### config.mk
export PLATFORM = sky130hd
export DESIGN_NAME = blkmov_engine
export DESIGN_NICKNAME = d
export VERILOG_FILES = /design/src/rtl/pkg_blkmov.sv /design/src/rtl/blkmov_addr_gen.sv /design/src/rtl/blkmov_engine.sv
export SDC_FILE = /design/constraint.sdc
export NUM_CORES = 1
export LEC_CHECK = 0
export CORE_UTILIZATION = 48
export CTS_CLUSTER_DIAMETER = 120
export DETAILED_ROUTE_END_ITERATION = 10
export GPL_TIMING_DRIVEN = 1
export PLACE_DENSITY = 0.86
export SLEW_MARGIN = 25
export SYNTH_ARGS = -nofsm -noshare
export SYNTH_HDL_FRONTEND = slang
export SYNTH_SLANG_ARGS = --single-unit
### constraint.sdc
create_clock -name clk -period 5.6 [get_ports clk]
set_clock_uncertainty 0.15 [all_clocks]
set_input_delay 1.12 -clock clk [delete_from_list [all_inputs] [get_ports clk]]
set_output_delay 1.12 -clock clk [all_outputs]
set_load 0.03 [all_outputs]
### src/rtl/pkg_blkmov.sv
// Shared types and helpers for the block-move engine: FSM states, the
// command bundle captured at start, and the byte stride of one word.
package pkg_blkmov;

  // Default geometry; the command bundle is sized to these widths.
  localparam int PKG_ADDR_W = 32;
  localparam int PKG_IDX_W  = 4;
  localparam int PKG_CNT_W  = 4;

  typedef enum logic [2:0] {
    IDLE,
    FETCH,
    ISSUE,
    WAIT_RD,
    FINISH
  } state_t;

  typedef struct packed {
    logic                  dir_store;
    logic                  ptr_dec;
    logic                  ptr_pre;
    logic [PKG_ADDR_W-1:0] ptr_in;
    logic [PKG_IDX_W-1:0]  first_reg;
    logic [PKG_CNT_W-1:0]  count;
  } cmd_t;

  // Bytes the pointer moves per transferred word.
  function automatic int unsigned stride_bytes(input int unsigned data_w);
    return data_w / 8;
  endfunction

endpackage

### src/rtl/blkmov_addr_gen.sv
// Pointer accumulator for the block-move engine. The register always holds
// the post-adjust address of the current word; pre-adjust mode looks one
// stride ahead. After N steps the register equals the final pointer.
module blkmov_addr_gen #(
  parameter int          ADDR_W = 32,
  parameter int unsigned STRIDE = 4
) (
  input  logic              clk,
  input  logic              rst_n,
  input  logic              load,
  input  logic [ADDR_W-1:0] ptr_in,
  input  logic              step,
  input  logic              dec,
  input  logic              pre,
  output logic [ADDR_W-1:0] addr,
  output logic [ADDR_W-1:0] final_ptr
);

  localparam logic [ADDR_W-1:0] STEP = ADDR_W'(STRIDE);

  logic [ADDR_W-1:0] ptr_q;
  logic [ADDR_W-1:0] next_ptr;

  // One stride away from the current pointer in the selected direction.
  always_comb begin
    next_ptr  = dec ? (ptr_q - STEP) : (ptr_q + STEP);
    addr      = pre ? next_ptr : ptr_q;
    final_ptr = ptr_q;
  end

  // Load the start pointer on command accept, advance once per accepted access.
  always_ff @(posedge clk) begin
    if (!rst_n) begin
      ptr_q <= '0;
    end else if (load) begin
      ptr_q <= ptr_in;
    end else if (step) begin
      ptr_q <= next_ptr;
    end
  end

endmodule

### src/rtl/blkmov_engine.sv
// Multi-cycle block-move unit: moves up to MAX_REGS consecutive GPRs to or
// from memory through a pointer, one outstanding memory request at a time.
module blkmov_engine
  import pkg_blkmov::*;
#(
  parameter int DATA_W   = 32,
  parameter int ADDR_W   = 32,
  parameter int NUM_GPRS = 16,
  parameter int MAX_REGS = 8,
  localparam int IDX_W   = $clog2(NUM_GPRS),
  localparam int CNT_W   = $clog2(MAX_REGS + 1)
) (
  input  logic              clk,
  input  logic              rst_n,
  input  logic              start,
  input  logic              dir_store,
  input  logic              ptr_dec,
  input  logic              ptr_pre,
  input  logic [ADDR_W-1:0] ptr_in,
  input  logic [IDX_W-1:0]  first_reg,
  input  logic [CNT_W-1:0]  count,
  output logic              busy,
  output logic              done,
  output logic [ADDR_W-1:0] ptr_out,
  output logic              mem_req,
  output logic              mem_we,
  output logic [ADDR_W-1:0] mem_addr,
  output logic [DATA_W-1:0] mem_wdata,
  input  logic              mem_ready,
  input  logic              mem_rdata_valid,
  input  logic [DATA_W-1:0] mem_rdata,
  output logic [IDX_W-1:0]  reg_idx,
  output logic              reg_we,
  output logic [DATA_W-1:0] reg_wdata,
  input  logic [DATA_W-1:0] reg_rdata
);

  localparam int unsigned      STRIDE  = stride_bytes(DATA_W);
  localparam logic [CNT_W-1:0] MAX_CNT = CNT_W'(MAX_REGS);
  localparam logic [CNT_W-1:0] ONE     = CNT_W'(1);

  state_t           state;
  cmd_t             cmd_in;
  logic [CNT_W-1:0] count_clamped;
  logic             dir_q;
  logic             dec_q;
  logic             pre_q;
  logic [CNT_W-1:0] rem_q;
  logic [IDX_W-1:0] idx_q;
  logic             ag_load;
  logic             ag_step;

  // Bundle the incoming command, clamping oversize word counts.
  always_comb begin
    count_clamped    = (count > MAX_CNT) ? MAX_CNT : count;
    cmd_in.dir_store = dir_store;
    cmd_in.ptr_dec   = ptr_dec;
    cmd_in.ptr_pre   = ptr_pre;
    cmd_in.ptr_in    = PKG_ADDR_W'(ptr_in);
    cmd_in.first_reg = PKG_IDX_W'(first_reg);
    cmd_in.count     = PKG_CNT_W'(count_clamped);
  end

  assign ag_load = (state == IDLE) && start;
  assign ag_step = (state == ISSUE) && mem_ready;

  blkmov_addr_gen #(
    .ADDR_W (ADDR_W),
    .STRIDE (STRIDE)
  ) u_addr_gen (
    .clk       (clk),
    .rst_n     (rst_n),
    .load      (ag_load),
    .ptr_in    (ADDR_W'(cmd_in.ptr_in)),
    .step      (ag_step),
    .dec       (dec_q),
    .pre       (pre_q),
    .addr      (mem_addr),
    .final_ptr (ptr_out)
  );

  // Control FSM with registered outputs; a load writeback overlaps the next issue.
  always_ff @(posedge clk) begin
    if (!rst_n) begin
      state     <= IDLE;
      dir_q     <= 1'b0;
      dec_q     <= 1'b0;
      pre_q     <= 1'b0;
      rem_q     <= '0;
      idx_q     <= '0;
      busy      <= 1'b0;
      done      <= 1'b0;
      mem_req   <= 1'b0;
      mem_we    <= 1'b0;
      mem_wdata <= '0;
      reg_idx   <= '0;
      reg_we    <= 1'b0;
      reg_wdata <= '0;
    end else begin
      done   <= 1'b0;
      reg_we <= 1'b0;
      case (state)
        IDLE: begin
          if (start) begin
            busy   <= 1'b1;
            dir_q  <= cmd_in.dir_store;
            dec_q  <= cmd_in.ptr_dec;
            pre_q  <= cmd_in.ptr_pre;
            rem_q  <= CNT_W'(cmd_in.count);
            idx_q  <= IDX_W'(cmd_in.first_reg);
            mem_we <= cmd_in.dir_store;
            if (cmd_in.count == '0) begin
              state <= FINISH;
              done  <= 1'b1;
            end else if (cmd_in.dir_store) begin
              state   <= FETCH;
              reg_idx <= IDX_W'(cmd_in.first_reg);
            end else begin
              state   <= ISSUE;
              mem_req <= 1'b1;
            end
          end
        end
        FETCH: begin
          mem_wdata <= reg_rdata;
          mem_req   <= 1'b1;
          state     <= ISSUE;
        end
        ISSUE: begin
          if (mem_ready) begin
            mem_req <= 1'b0;
            if (dir_q) begin
              rem_q <= rem_q - ONE;
              if (rem_q == ONE) begin
                state <= FINISH;
                done  <= 1'b1;
              end else begin
                state   <= FETCH;
                idx_q   <= idx_q + 1'b1;
                reg_idx <= idx_q + 1'b1;
              end
            end else begin
              state <= WAIT_RD;
            end
          end
        end
        WAIT_RD: begin
          if (mem_rdata_valid) begin
            reg_we    <= 1'b1;
            reg_idx   <= idx_q;
            reg_wdata <= mem_rdata;
            idx_q     <= idx_q + 1'b1;
            rem_q     <= rem_q - ONE;
            if (rem_q == ONE) begin
              state <= FINISH;
              done  <= 1'b1;
            end else begin
              state   <= ISSUE;
              mem_req <= 1'b1;
            end
          end
        end
        FINISH: begin
          busy  <= 1'b0;
          state <= IDLE;
        end
        default: begin
          state <= IDLE;
        end
      endcase
    end
  end

endmodule

Word level (Yosys, flattened, before mapping)
Index checks and enable logic that the tools add are counted.

storage, ports and cells
  register bits = 118

operators by class
  magnitude comparators = 1
  $add $sub $neg = 4
  reductions and logical operators = 17
  equality and inequality tests = 14
  multiplexer cells = 47

operators with widths
  cell                     count
  $mux W32                 4
  $mux W4                  14
  $pmux W4 S3              3
  $add A32 B3 Y32 const B  1
  $sub A32 B3 Y32 const B  1
  $mux W3                  7
  $ne A2 B2 Y1 const B     9
  $mux W1                  14
  $pmux W3 S4              1
  $reduce_and A2 Y1        4
  $reduce_and A8 Y1        1
  $reduce_and A7 Y1        1
  $eq A3 B2 Y1 const B     2
  $reduce_and A6 Y1        1
  $reduce_and A5 Y1        1
  $add A4 B1 Y4 const B    1
  $eq A4 B1 Y1 const B     1
  $gt A4 B4 Y1 const B     1
  $logic_not A4 Y1         1
  $pmux W1 S4              1
  $reduce_bool A2 Y1       2
  $reduce_bool A4 Y1       1
  $sub A4 B1 Y4 const B    1
  $eq A3 B1 Y1 const B     1
  8 further kinds          9

Longest topological paths before layout
  word-level depth = 6
  gate-level depth with buffers = 11

Modules after synthesis
Synthesis repeated with hierarchy kept, for this count alone.

unflattened totals
  cells, all modules = 876
  area total of the unflattened synthesis = 6,835.3 um^2

by module, submodules not included
  module           area an instance (um^2)  instances  cells each
  blkmov_engine    3,493.4                  1          436
  blkmov_addr_gen  3,342.0                  1          440

Worst setup path after synthesis
No wires, ideal clock.

  path type = flip-flop to output port
  start point = reg dec_q
  end point = out mem_addr[31]
  arrival = 3.357 ns
  path buffers = 0
  setup slack = 0.973 ns
  data required time = 4.330 ns
  cell stages (with the launch flop) = 11
  cell sequence = dfxtp_1 -> ha_1 -> a21oi_2 -> o21ai_1 -> a221oi_2 -> a31oi_1 -> and4_1 -> a2111oi_2 -> xnor2_1 -> nand2_1 -> xnor2_1

between the ends
  longest elaborated chain between the ends = 2

ends and longest elaborated chain
  item                      RTL line               source
  start: declaration        blkmov_engine.sv:46    logic dec_q;
  start signal: assignment  blkmov_engine.sv:107   dec_q <= cmd_in.ptr_dec;
  $mux W32                  blkmov_addr_gen.sv:26  next_ptr = dec ? (ptr_q - STEP) : (ptr_q + STEP);
  $mux W32                  blkmov_addr_gen.sv:27  addr = pre ? next_ptr : ptr_q;
  end: declaration          blkmov_engine.sv:27    output logic [ADDR_W-1:0] mem_addr,

No other way between the ends.

Worst setup path in the final report
Ends and elaborated chain as after synthesis.

==> flow_metrics.tcl <==
set metrics [dict create \
    syn_avg_cell_area_sq_um 7.84 \
    cap_violations 0 \
    fin_nets 1203 \
    gp_congestion 0.925 \
    root_buffer "clkbuf_16" \
    totalWireLength_mm 21.5 \
    slew_headroom_pct 44.9 \
    setup_slack_ns 0.383 \
    vias_per_cell 5.53 \
    cts_hold_buf 0 \
    holdCritPathClass "reg -> reg" \
    pre_cts_ws_ns 0.788 \
    fin_util_pct 73.3 \
    io_buffers 248 \
    max_stage_delay_ns 0.72 \
    hold_viol 0 \
    cts_buffer_depth 2 \
    yosysSeqAreaShare_pct 36.2 \
    drt_first_iter_violations 406 \
    finalSetupViolCount 0 \
    crit_path_max_fanout 17 \
    netlist_area_sq_um 6530 \
    synthFlopType "dfxtp_1" \
    vias 6898 \
    synth_compound_area_share_pct 24.1 \
    postCtsSetupRepairBufs 0 \
    finalCritPeriodShare_pct 93.2 \
    slowest_stage "clkdlybuf4s50_1" \
    dpl_cell_area_sq_um 9130 \
    n_antenna_cell 0 \
    power_density_nw_per_um2 306 \
    start_kind "flop" \
    fin_total_pwr_mw 2.97 \
    synth-edff-count 0 \
    synth_cells 833 \
    whs_ns 0.302 \
    ir_drop_uv 219 \
    synth_cell_type_count 71 \
    placed_cells 1216 \
    drt-pass1-iter-count 5 \
    die_w_um 119 \
    grt_max_degree 51 \
    path_clk_slew_ns 0.06 \
    clkLatencyLatePin_ns 0.41 \
    fp.coreArea_sq_um 13200 \
    initial_core_util_pct 49.3 \
    fin_cells 1248 \
    synthArstFlopShare_pct 0 \
    htree_levels 4 \
    drive_above_1_share_pct 8.30 \
    post_drt_wl_per_cell_um 17.2 \
    critPathKind "reg -> out" \
    required_ns 4.33 \
    endpoint_kind "output pin" \
    die_y_um 119 \
    cts_tree "done" \
    maxSlewViolCount 0 \
    fmax_ghz 0.192 \
    ys_seq_elements 118 \
    worst_pin_slew_ns 0.825 \
    path_cells "buf_4, ha_1, nand2_1, nor4_2, nand4b_1, a31oi_1, and4_1, a2111oi_2, xnor2_1, nand2_1, xnor2_1, clkdlybuf4s50_1" \
    syn_nets 977 \
    final_area_sq_um 9700 \
    status "complete, no violations" \
    yosys_warnings 0 \
    grt_pass1_wl_mm 33.5 \
    ctsResizeCount 0 \
    num_rows 42 \
    synthAdderAreaFrac_pct 6.24 \
    route.detailed.drc 0 \
    io_pins 249 \
    fp.dieArea_sq_um 14100 \
    globalRouteOverflowTotal 0 \
    synth_xor_area_share_pct 4.16 \
    power.leakage_nw 3.73 \
    grt_antenna_before_repair 0 \
    arrival_ns 3.95 \
    grt_pass1_vias 6608 \
    yosys.area_share.simple_pct 20.6 \
    grt_usage_pct 30.1 \
    period_minus_slack_ns 5.22 \
    dp_hpwl_mm 15.2 \
    synth_top_family_by_area "compound AO/OA/AOI/OAI gates" \
    muxShareOfSynthArea_pct 5.06 \
    tns_ns 0 \
    antenna_left 0 \
    area_growth_pct 48.6 \
    clock_sinks 118 \
    numCtsBuffers 17 \
    rsz0062_at_grt "false" \
]
## report_power, final
group | total (mW) | internal, mW | switching (mW) | leakage, nW
sequential | 0.974 | 0.904 | 0.0696 | 0.961
combinational | 0.937 | 0.403 | 0.534 | 2.49
clock | 1.06 | 0.666 | 0.396 | 0.284
## area by class of cell
class                      count  area, sq um
timing repair buffer         259         2560
clock inverter                12          128
tap                          176          220
multi-input combinational    653         3940
sequential                   118         2360
inverter                      10         38.8
clock buffer                  20          447
fill                        1056         3540
## synthesized netlist by cell type, types with 3 or more instances
library cell	n	share of area, %
a211oi_1	5	0.57
a21o_1	13	1.5
a21oi_1	119	9.1
a21oi_2	3	0.40
a22oi_1	21	2.4
a311oi_1	6	0.80
a31oi_1	4	0.38
and2_1	4	0.38
and3_1	4	0.38
buf_1	3	0.17
clkbuf_1	46	2.6
dfxtp_1	118	36
ha_1	31	5.9
inv_1	9	0.52
mux2_2	24	4.1
mux2i_1	6	0.92
nand2_1	203	12
nand2b_1	7	0.67
nand3_1	14	1.1
nand4_1	4	0.38
nand4b_1	3	0.40
nor2_1	48	2.8
nor2b_1	4	0.38
nor3_1	8	0.61
o211a_1	3	0.46
o21a_1	3	0.34
o21ai_0	28	2.1
o21ai_1	3	0.23
o21bai_1	5	0.57
xnor2_1	19	2.5
xor2_1	12	1.6
## routing by layer
metal | vias up | global-route usage [%] | share of wire, % | wire length [um]
met3 | 35 | 5.50 | 6.2 | 1330
li1 | 3384 | - | - | -
met2 | 272 | 51.3 | 49 | 10500
met1 | 3207 | 36.9 | 42 | 9140
met4 | 0 | 13.1 | 2.6 | 563
met5 | - | 0 | 0 | 0
## flip-flops by register name, indices dropped and copies added (netlist names)
register / count
mem_wdata: 32
reg_wdata: 32
u_addr_gen.final_ptr: 32
idx_q: 4
reg_idx: 4
rem_q: 4
state: 3
busy: 1
dec_q: 1
dir_q: 1
done: 1
mem_req: 1
pre_q: 1
reg_we: 1
## worst paths after layout
check                     start                        to  slack (ns)  depth (start not counted)
setup / recovery          dec_q              mem_addr[31]        0.38                         12
hold / removal    mem_wdata[30]             mem_wdata[30]        0.30                          2
setup reg to reg          dec_q  u_addr_gen.final_ptr[31]        2.52                         11
hold reg to reg   mem_wdata[30]             mem_wdata[30]        0.30                          2
## critical path, delay by kind of cell, from the launching register on
kind,cells,cell delay (ns)
AND/OR/NAND/NOR,5,1.12
buffers and inverters,2,0.92
XOR/XNOR,2,0.40
adder cells (fa/ha/maj),1,0.39
AO/OA/AOI/OAI,2,0.39
flip-flops,1,0.31
## kinds of logic after synthesis
group / Yosys count
AND/OR/NAND/NOR: 315
multiplexers: 30
adder cells (fa/ha/maj): 32
XOR/XNOR: 31
buffers and inverters: 62
flip-flops: 118
AO/OA/AOI/OAI: 245
## placed cells by master (no fill, tap or decap), drive strengths merged, types with 5 or more instances in the layout
cell and instances:
o21bai 5, nand2b 7, clkbuf 20, xor2 12, a211oi 8, a21o 13
o21ai 31, a22oi 21, mux2 24, clkinv 8, ha 31, mux2i 6
nor3 8, nand2 203, nor2 49, nand3 14, a21oi 122, dfxtp 118
a311oi 6, a31oi 5, clkdlybuf4s50 248, buf 11, xnor2 19, inv 11
(Power assumes the default switching activity.)
